===== config.mk =====
export PLATFORM = sky130hd
export DESIGN_NAME = uart_rx_flat
export DESIGN_NICKNAME = d
export VERILOG_FILES = /design/src/rtl/uart_pkg.sv /design/src/rtl/uart_rx_if.sv /design/src/rtl/uart_sync2.sv /design/src/rtl/uart_rx.sv /design/src/flat_wrapper.sv
export SDC_FILE = /design/constraint.sdc
export NUM_CORES = 1
export LEC_CHECK = 0
export CORE_MARGIN = 1
export CORE_UTILIZATION = 25
export CTS_BUF_LIST = sky130_fd_sc_hd__clkbuf_4
export CTS_CLUSTER_SIZE = 40
export DETAILED_ROUTE_END_ITERATION = 8
export PLACE_DENSITY_LB_ADDON = 0.15
export SKIP_CTS_REPAIR_TIMING = 1
export SYNTH_ARGS = -nofsm -noshare
export SYNTH_HDL_FRONTEND = slang
export SYNTH_SLANG_ARGS = --single-unit

===== constraint.sdc =====
create_clock -name fpga_clk -period 2 [get_ports fpga_clk]
set_input_delay 0.3 -clock fpga_clk [delete_from_list [all_inputs] [get_ports fpga_clk]]
set_output_delay 0.3 -clock fpga_clk [all_outputs]
set_load 0.01 [all_outputs]

===== src/rtl/uart_pkg.sv =====
// Shared UART constants and the receiver state encoding, used by uart_tx and uart_rx.
package uart_pkg;
  localparam int   DATA_BITS        = 8;
  localparam int   CLKS_PER_BIT_DEF = 8;
  localparam logic IDLE_LVL         = 1'b1;

  typedef enum logic [2:0] {IDLE, START, DATA, PARITY, STOP, BRK} rx_state_e;
endpackage


===== src/rtl/uart_rx_if.sv =====
// Receiver-side UART bundle: serial input plus the parallel byte/status outputs.
interface uart_rx_if;
  import uart_pkg::*;
  logic                 sin;
  logic [DATA_BITS-1:0] dout;
  logic                 rx_valid;
  logic                 busy_rx;
  logic                 frame_err;

  modport master (input sin, output dout, rx_valid, busy_rx, frame_err);
  modport slave  (output sin, input dout, rx_valid, busy_rx, frame_err);
endinterface


===== src/rtl/uart_sync2.sv =====
// Two-flop synchroniser for an asynchronous single-bit input; reset level set by RST_VAL.
module uart_sync2 #(
  parameter logic RST_VAL = 1'b1
) (
  input  logic clk,
  input  logic rst_n,
  input  logic d,
  output logic q
);
  logic meta;

  always_ff @(posedge clk or negedge rst_n) begin
    if (!rst_n) begin
      meta <= RST_VAL;
      q    <= RST_VAL;
    end else begin
      meta <= d;
      q    <= meta;
    end
  end
endmodule


===== src/rtl/uart_rx.sv =====
// 8N1 UART receiver with centre-of-bit sampling, framing-error flag and break hold-off.
// Define UART_RX_PARITY_EN to receive 8E1 frames (even parity checked before the stop bit).
module uart_rx
  import uart_pkg::*;
#(
  parameter int CLKS_PER_BIT = CLKS_PER_BIT_DEF
) (
  input  logic       fpga_clk,
  input  logic       nrst,
  uart_rx_if.master  rx
);
  localparam int CW = $clog2(CLKS_PER_BIT);
  localparam int BW = $clog2(DATA_BITS);
  localparam logic [CW-1:0] CNT_LAST = CW'(CLKS_PER_BIT - 1);
  localparam logic [CW-1:0] CNT_MID  = CW'(CLKS_PER_BIT/2 - 1);
  localparam logic [BW-1:0] BIT_LAST = BW'(DATA_BITS - 1);

  logic                 s;
  rx_state_e            state_q, state_d;
  logic [CW-1:0]        cnt_q, cnt_d;
  logic [BW-1:0]        bit_q, bit_d;
  logic [DATA_BITS-1:0] sh_q, sh_d, dout_q, dout_d;
  logic                 vld_q, vld_d, err_q, err_d, busy_q;
  logic                 par_bad_q, par_bad_d;
  logic                 cnt_end;

  uart_sync2 #(.RST_VAL(IDLE_LVL)) u_sync (
    .clk   (fpga_clk),
    .rst_n (nrst),
    .d     (rx.sin),
    .q     (s)
  );

  assign cnt_end = (cnt_q == CNT_LAST);

  always_ff @(posedge fpga_clk or negedge nrst) begin
    if (!nrst) begin
      state_q   <= IDLE;
      cnt_q     <= '0;
      bit_q     <= '0;
      sh_q      <= '0;
      dout_q    <= '0;
      vld_q     <= 1'b0;
      err_q     <= 1'b0;
      busy_q    <= 1'b0;
      par_bad_q <= 1'b0;
    end else begin
      state_q   <= state_d;
      cnt_q     <= cnt_d;
      bit_q     <= bit_d;
      sh_q      <= sh_d;
      dout_q    <= dout_d;
      vld_q     <= vld_d;
      err_q     <= err_d;
      busy_q    <= (state_d != IDLE);
      par_bad_q <= par_bad_d;
    end
  end

  always_comb begin
    state_d   = state_q;
    cnt_d     = cnt_q + CW'(1);
    bit_d     = bit_q;
    sh_d      = sh_q;
    dout_d    = dout_q;
    vld_d     = 1'b0;
    err_d     = 1'b0;
    par_bad_d = par_bad_q;
    case (state_q)
      IDLE: begin
        cnt_d = '0;
        if (s != IDLE_LVL) state_d = START;
      end
      START: begin
        // start-bit centre: a line back at idle here was only a glitch
        if (cnt_q == CNT_MID) begin
          cnt_d     = '0;
          bit_d     = '0;
          par_bad_d = 1'b0;
          state_d   = (s == IDLE_LVL) ? IDLE : DATA;
        end
      end
      DATA: begin
        if (cnt_end) begin
          cnt_d = '0;
          sh_d  = {s, sh_q[DATA_BITS-1:1]};
          if (bit_q == BIT_LAST) begin
`ifdef UART_RX_PARITY_EN
            state_d = PARITY;
`else
            state_d = STOP;
`endif
          end else begin
            bit_d = bit_q + BW'(1);
          end
        end
      end
`ifdef UART_RX_PARITY_EN
      PARITY: begin
        if (cnt_end) begin
          cnt_d     = '0;
          par_bad_d = s ^ (^sh_q);
          state_d   = STOP;
        end
      end
`endif
      STOP: begin
        if (cnt_end) begin
          cnt_d = '0;
          if (s == IDLE_LVL) begin
            state_d = IDLE;
            if (par_bad_q) begin
              err_d = 1'b1;
            end else begin
              vld_d  = 1'b1;
              dout_d = sh_q;
            end
          end else begin
            err_d   = 1'b1;
            state_d = BRK;
          end
        end
      end
      BRK: begin
        // hold off until the line returns to idle so a break cannot retrigger
        cnt_d = '0;
        if (s == IDLE_LVL) state_d = IDLE;
      end
      default: begin
        cnt_d   = '0;
        state_d = IDLE;
      end
    endcase
  end

  assign rx.dout      = dout_q;
  assign rx.rx_valid  = vld_q;
  assign rx.frame_err = err_q;
  assign rx.busy_rx   = busy_q;
endmodule


===== src/flat_wrapper.sv =====
// flat-port wrapper written by rule: the top's interface ports become plain ports
module uart_rx_flat import uart_pkg::*;
#(
  parameter int CLKS_PER_BIT = CLKS_PER_BIT_DEF
)
  (fpga_clk, nrst, rx_sin, rx_dout, rx_rx_valid, rx_busy_rx, rx_frame_err);
  uart_rx_if rx_i ();
  input  logic fpga_clk;
  input  logic nrst;
  input wire logic [$bits(rx_i.sin)-1:0] rx_sin;
  output wire logic [$bits(rx_i.dout)-1:0] rx_dout;
  output wire logic [$bits(rx_i.rx_valid)-1:0] rx_rx_valid;
  output wire logic [$bits(rx_i.busy_rx)-1:0] rx_busy_rx;
  output wire logic [$bits(rx_i.frame_err)-1:0] rx_frame_err;
  assign rx_i.sin = rx_sin;
  assign rx_dout = rx_i.dout;
  assign rx_rx_valid = rx_i.rx_valid;
  assign rx_busy_rx = rx_i.busy_rx;
  assign rx_frame_err = rx_i.frame_err;
  uart_rx #(.CLKS_PER_BIT(CLKS_PER_BIT)) u_core (.fpga_clk(fpga_clk), .nrst(nrst), .rx(rx_i));
endmodule

==> metrics list <==
- Counting the fill cells in the layout gives 561.
- The cell that appears most often on the critical path is ha_1.
- The Yosys step of the flow raised 0 warnings.
* Prevailing post-synth register cell: dfrtp_1
- Via count of the first global-routing pass: 859
- Hpwl dp: 1600 um
- Setup violations remaining at the end of the flow were counted as 0.
- Seq/Total Area, Yosys: 52.6%
- Die Outline Area: 6030 um^2
* Count of different cell masters after synthesis: 34
- Each instance of the synthesized netlist takes up on average 14.2 um^2.
- Headroom to the max-slew limit came out at 59.7%.
- The initial antenna violation count came to 0.
- Synth top area cells: dfrtp_1, mux2_2, ha_1, dfstp_2, buf_6
- The first detailed-routing pass ran for 4 iterations.
* CP max stage cell: nor3b_4
- Number of sinks handled by clock tree synthesis: 30
* Routed vias/inst: 4.27
* HP Class: input port to asynchronous set/reset pin
- Overall via count from detail_route: 820
- After layout, the worst setup slack is 0.175 ns.
* Critical Path Sink Type: flop
- Post-placement setup slack: 0.178 ns
- Wire length of the first global-routing pass: 4150 um
- After routing, the total negative slack on setup checks comes to 0 ns.
- Final std cell area, no fill: 1680 um^2
- The setup path with the least slack is of type flop to flop.
- Fraction of post-synthesis cell area in the top cell type by area: 49.0%
- TritonCTS buffer count: 5
* Area growth syn-to-layout: 17.0%
- Insertion delay of the later-clocked pin in the worst-skew pair: 0.33 ns
- In the post-synthesis netlist, the cell with the most instances is dfrtp_1.
* Ratio of cells with drive above 1 in the final layout: 31.7%
- Core outline area: 5510 um^2
- For this run, asynchronously set or reset flops after synthesis account for 100%.
* Run status: completed
- The worst path in the final design needs a cycle of 1.82 ns, including I/O delays and setup.
- Maximum number of pins on one net before global-route repair: 31
* Max-cap check violation count: 0
- In the final routed layout, each cell accounts on average for 12.0 um.
- Unrepaired setup endpoints after global routing: no
* Number of top-level pins: 14
- The clock passes through at most 2 buffers.
* Effective utilization at floorplan: 26.0%
- In this run the number of cells on the critical path is 4.
- Wires add up to 2300 um.
- Clock tree from TritonCTS: built
- Data on the critical path arrives at its endpoint at 2.04 ns.
* Transition time of the tightest slew-check pin: 0.604 ns
- The number of antenna diodes in the final layout is 0.
* Total Nets Final: 130
- At the worst endpoint, the required time is 2.21 ns.
- Overflow left after global routing: 0
- In this run the static leakage power is 0.786 nW.
- After synthesis the cells add up to 1430 um^2.
- Total Power Consumption: 1.35 mW
* Die X-Extent: 77.7 um
* Final Hold Violating Endpoints: 0
- Antenna-violating nets left: 0
* Clock Tree Root: clkbuf_4
- Timing would allow up to 548 MHz.
- The worst path uses 91.2% of the clock period.
- Once placement finished, the instance area stood at 1620 um^2.
- After the first detailed-routing iteration, the DRC count stood at 37.
* Count of flip-flops with a built-in enable after synthesis: 0
- Across the routed clock network, the largest skew measured is 0.00651 ns.
* Total power density per cell area: 803 nW/um^2
- Delay contributed by the slowest stage of the critical path: 0.45 ns
- Worst flop-to-flop path endpoint: u_core.sh_q[6]
* Peak supply drop: 0.254 mV
* Clock-pin transition on the worst setup and hold timing paths: 0.10 ns
* # DRC: 0
- The floorplan has 27 rows.
* Total nets after synthesis: 112
* Vertical extent of the die: 77.7 um
- Together, buffers and inverters on the worst path number 0.
* Number of slew-limit violations in the final report: 0
- Register bit count reported by yosys: 30
* Routability congestion estimate from global placement: 0.741
* Critical Path Start: u_core.cnt_q[0]
- Critical path, cell by cell: ha_1 -> ha_1 -> nor3b_4 -> mux2_2
- Counting every instance in the synthesized netlist gives 101.
- STA classifies the critical path startpoint as a flop.
- During placement, the flow inserted port buffers numbering 13.
- Of all nets on the critical path, the largest fanout is 8.
- H-Tree Level Count: 2
- Final hold slack: 0.349 ns
- In the synthesized netlist, the cells that appear most often are dfrtp_1, mux2_2, ha_1.
- Internal reg-to-reg setup slack: 0.18 ns
- The worst register-to-register path begins at u_core.cnt_q[0].
- Cell family with most CP delay: adder cells
- R2r worst-path depth: 4
- Capture point of the critical path: u_core.sh_q[6]
- Of all cell types, the one taking the most synthesized area is dfrtp_1.
- Global router's overall resource usage: 9.24%
## kinds of logic after synthesis
kind of cell / count (synthesis) / share of synthesized area (%)
XOR/XNOR: 1 / 0.612
flip-flops: 30 / 52.6
AO/OA/AOI/OAI: 10 / 6.12
multiplexers: 19 / 14.8
adder cells (fa/ha/maj): 8 / 6.99
buffers and inverters: 9 / 4.46
AND/OR/NAND/NOR: 24 / 14.4
## stage by stage
step | util [%] | cells
after floorplan | - | 101
after global placement | 29.4 | 184
after detailed placement | 29.4 | 184
after CTS | 30.4 | 192
after global routing | 30.4 | 192
final | 30.4 | 192
## worst min-delay path by stage
| stage | startpoint | end | slack [ns] |
|---|---|---|---|
| floorplan | nrst | u_core.bit_q[0] | 0.004 |
| global placement | u_core.u_sync.meta | u_core.u_sync.q | 0.35 |
| detailed placement | u_core.u_sync.meta | u_core.u_sync.q | 0.35 |
| CTS | nrst | u_core.rx.dout[1] | 0.35 |
| global route | rx_sin | u_core.u_sync.meta | 0.35 |
| finish | nrst | u_core.sh_q[0] | 0.35 |
## where the power goes
part	switching [mW]	internal [mW]	total [mW]
sequential	0.0800	0.655	0.735
clock	0.214	0.130	0.344
combinational	0.114	0.152	0.266
## routing by layer
layer | wire, um | share of wire [%] | vias to the layer above | global-route usage, %
met5 | 0 | 0 | - | 0
met4 | 50 | 2.2 | 0 | 4.53
met3 | 113 | 4.9 | 6 | 4.35
met2 | 1040 | 45 | 15 | 13.2
met1 | 1100 | 48 | 409 | 11.6
li1 | - | - | 390 | -
## state kept, by name (all words and copies together), names as in the netlist
name / count
u_core.rx.rx_valid: 1
u_core.bit_q: 3
u_core.u_sync.meta: 1
u_core.cnt_q: 3
u_core.state_q: 3
u_core.sh_q: 8
u_core.rx.busy_rx: 1
u_core.rx.frame_err: 1
u_core.rx.dout: 8
u_core.u_sync.q: 1
## cell type report
cell class	count	area, um^2	share of cell area (%)
repair buffers	15	145	8.66
well taps	72	90.1	5.38
clock inverters	3	16.3	0.971
clock buffers	5	37.5	2.24
multi-input cells	62	614	36.7
flip-flops and latches	30	753	45.0
inverters	5	18.8	1.12
## cell usage in the layout, fill, tap and decap left out, types with 2 or more instances in the layout
cell              n
nor3b_1           2
nand2_1           4
dfrtp_1          28
dfstp_2           2
ha_1              8
mux2i_1           2
nor3b_4           2
buf_4             2
nor3_1            3
clkbuf_4          5
clkdlybuf4s50_1  13
inv_1             5
nand2b_1          2
mux2_2           17
Power figures use the tool's default switching activity.
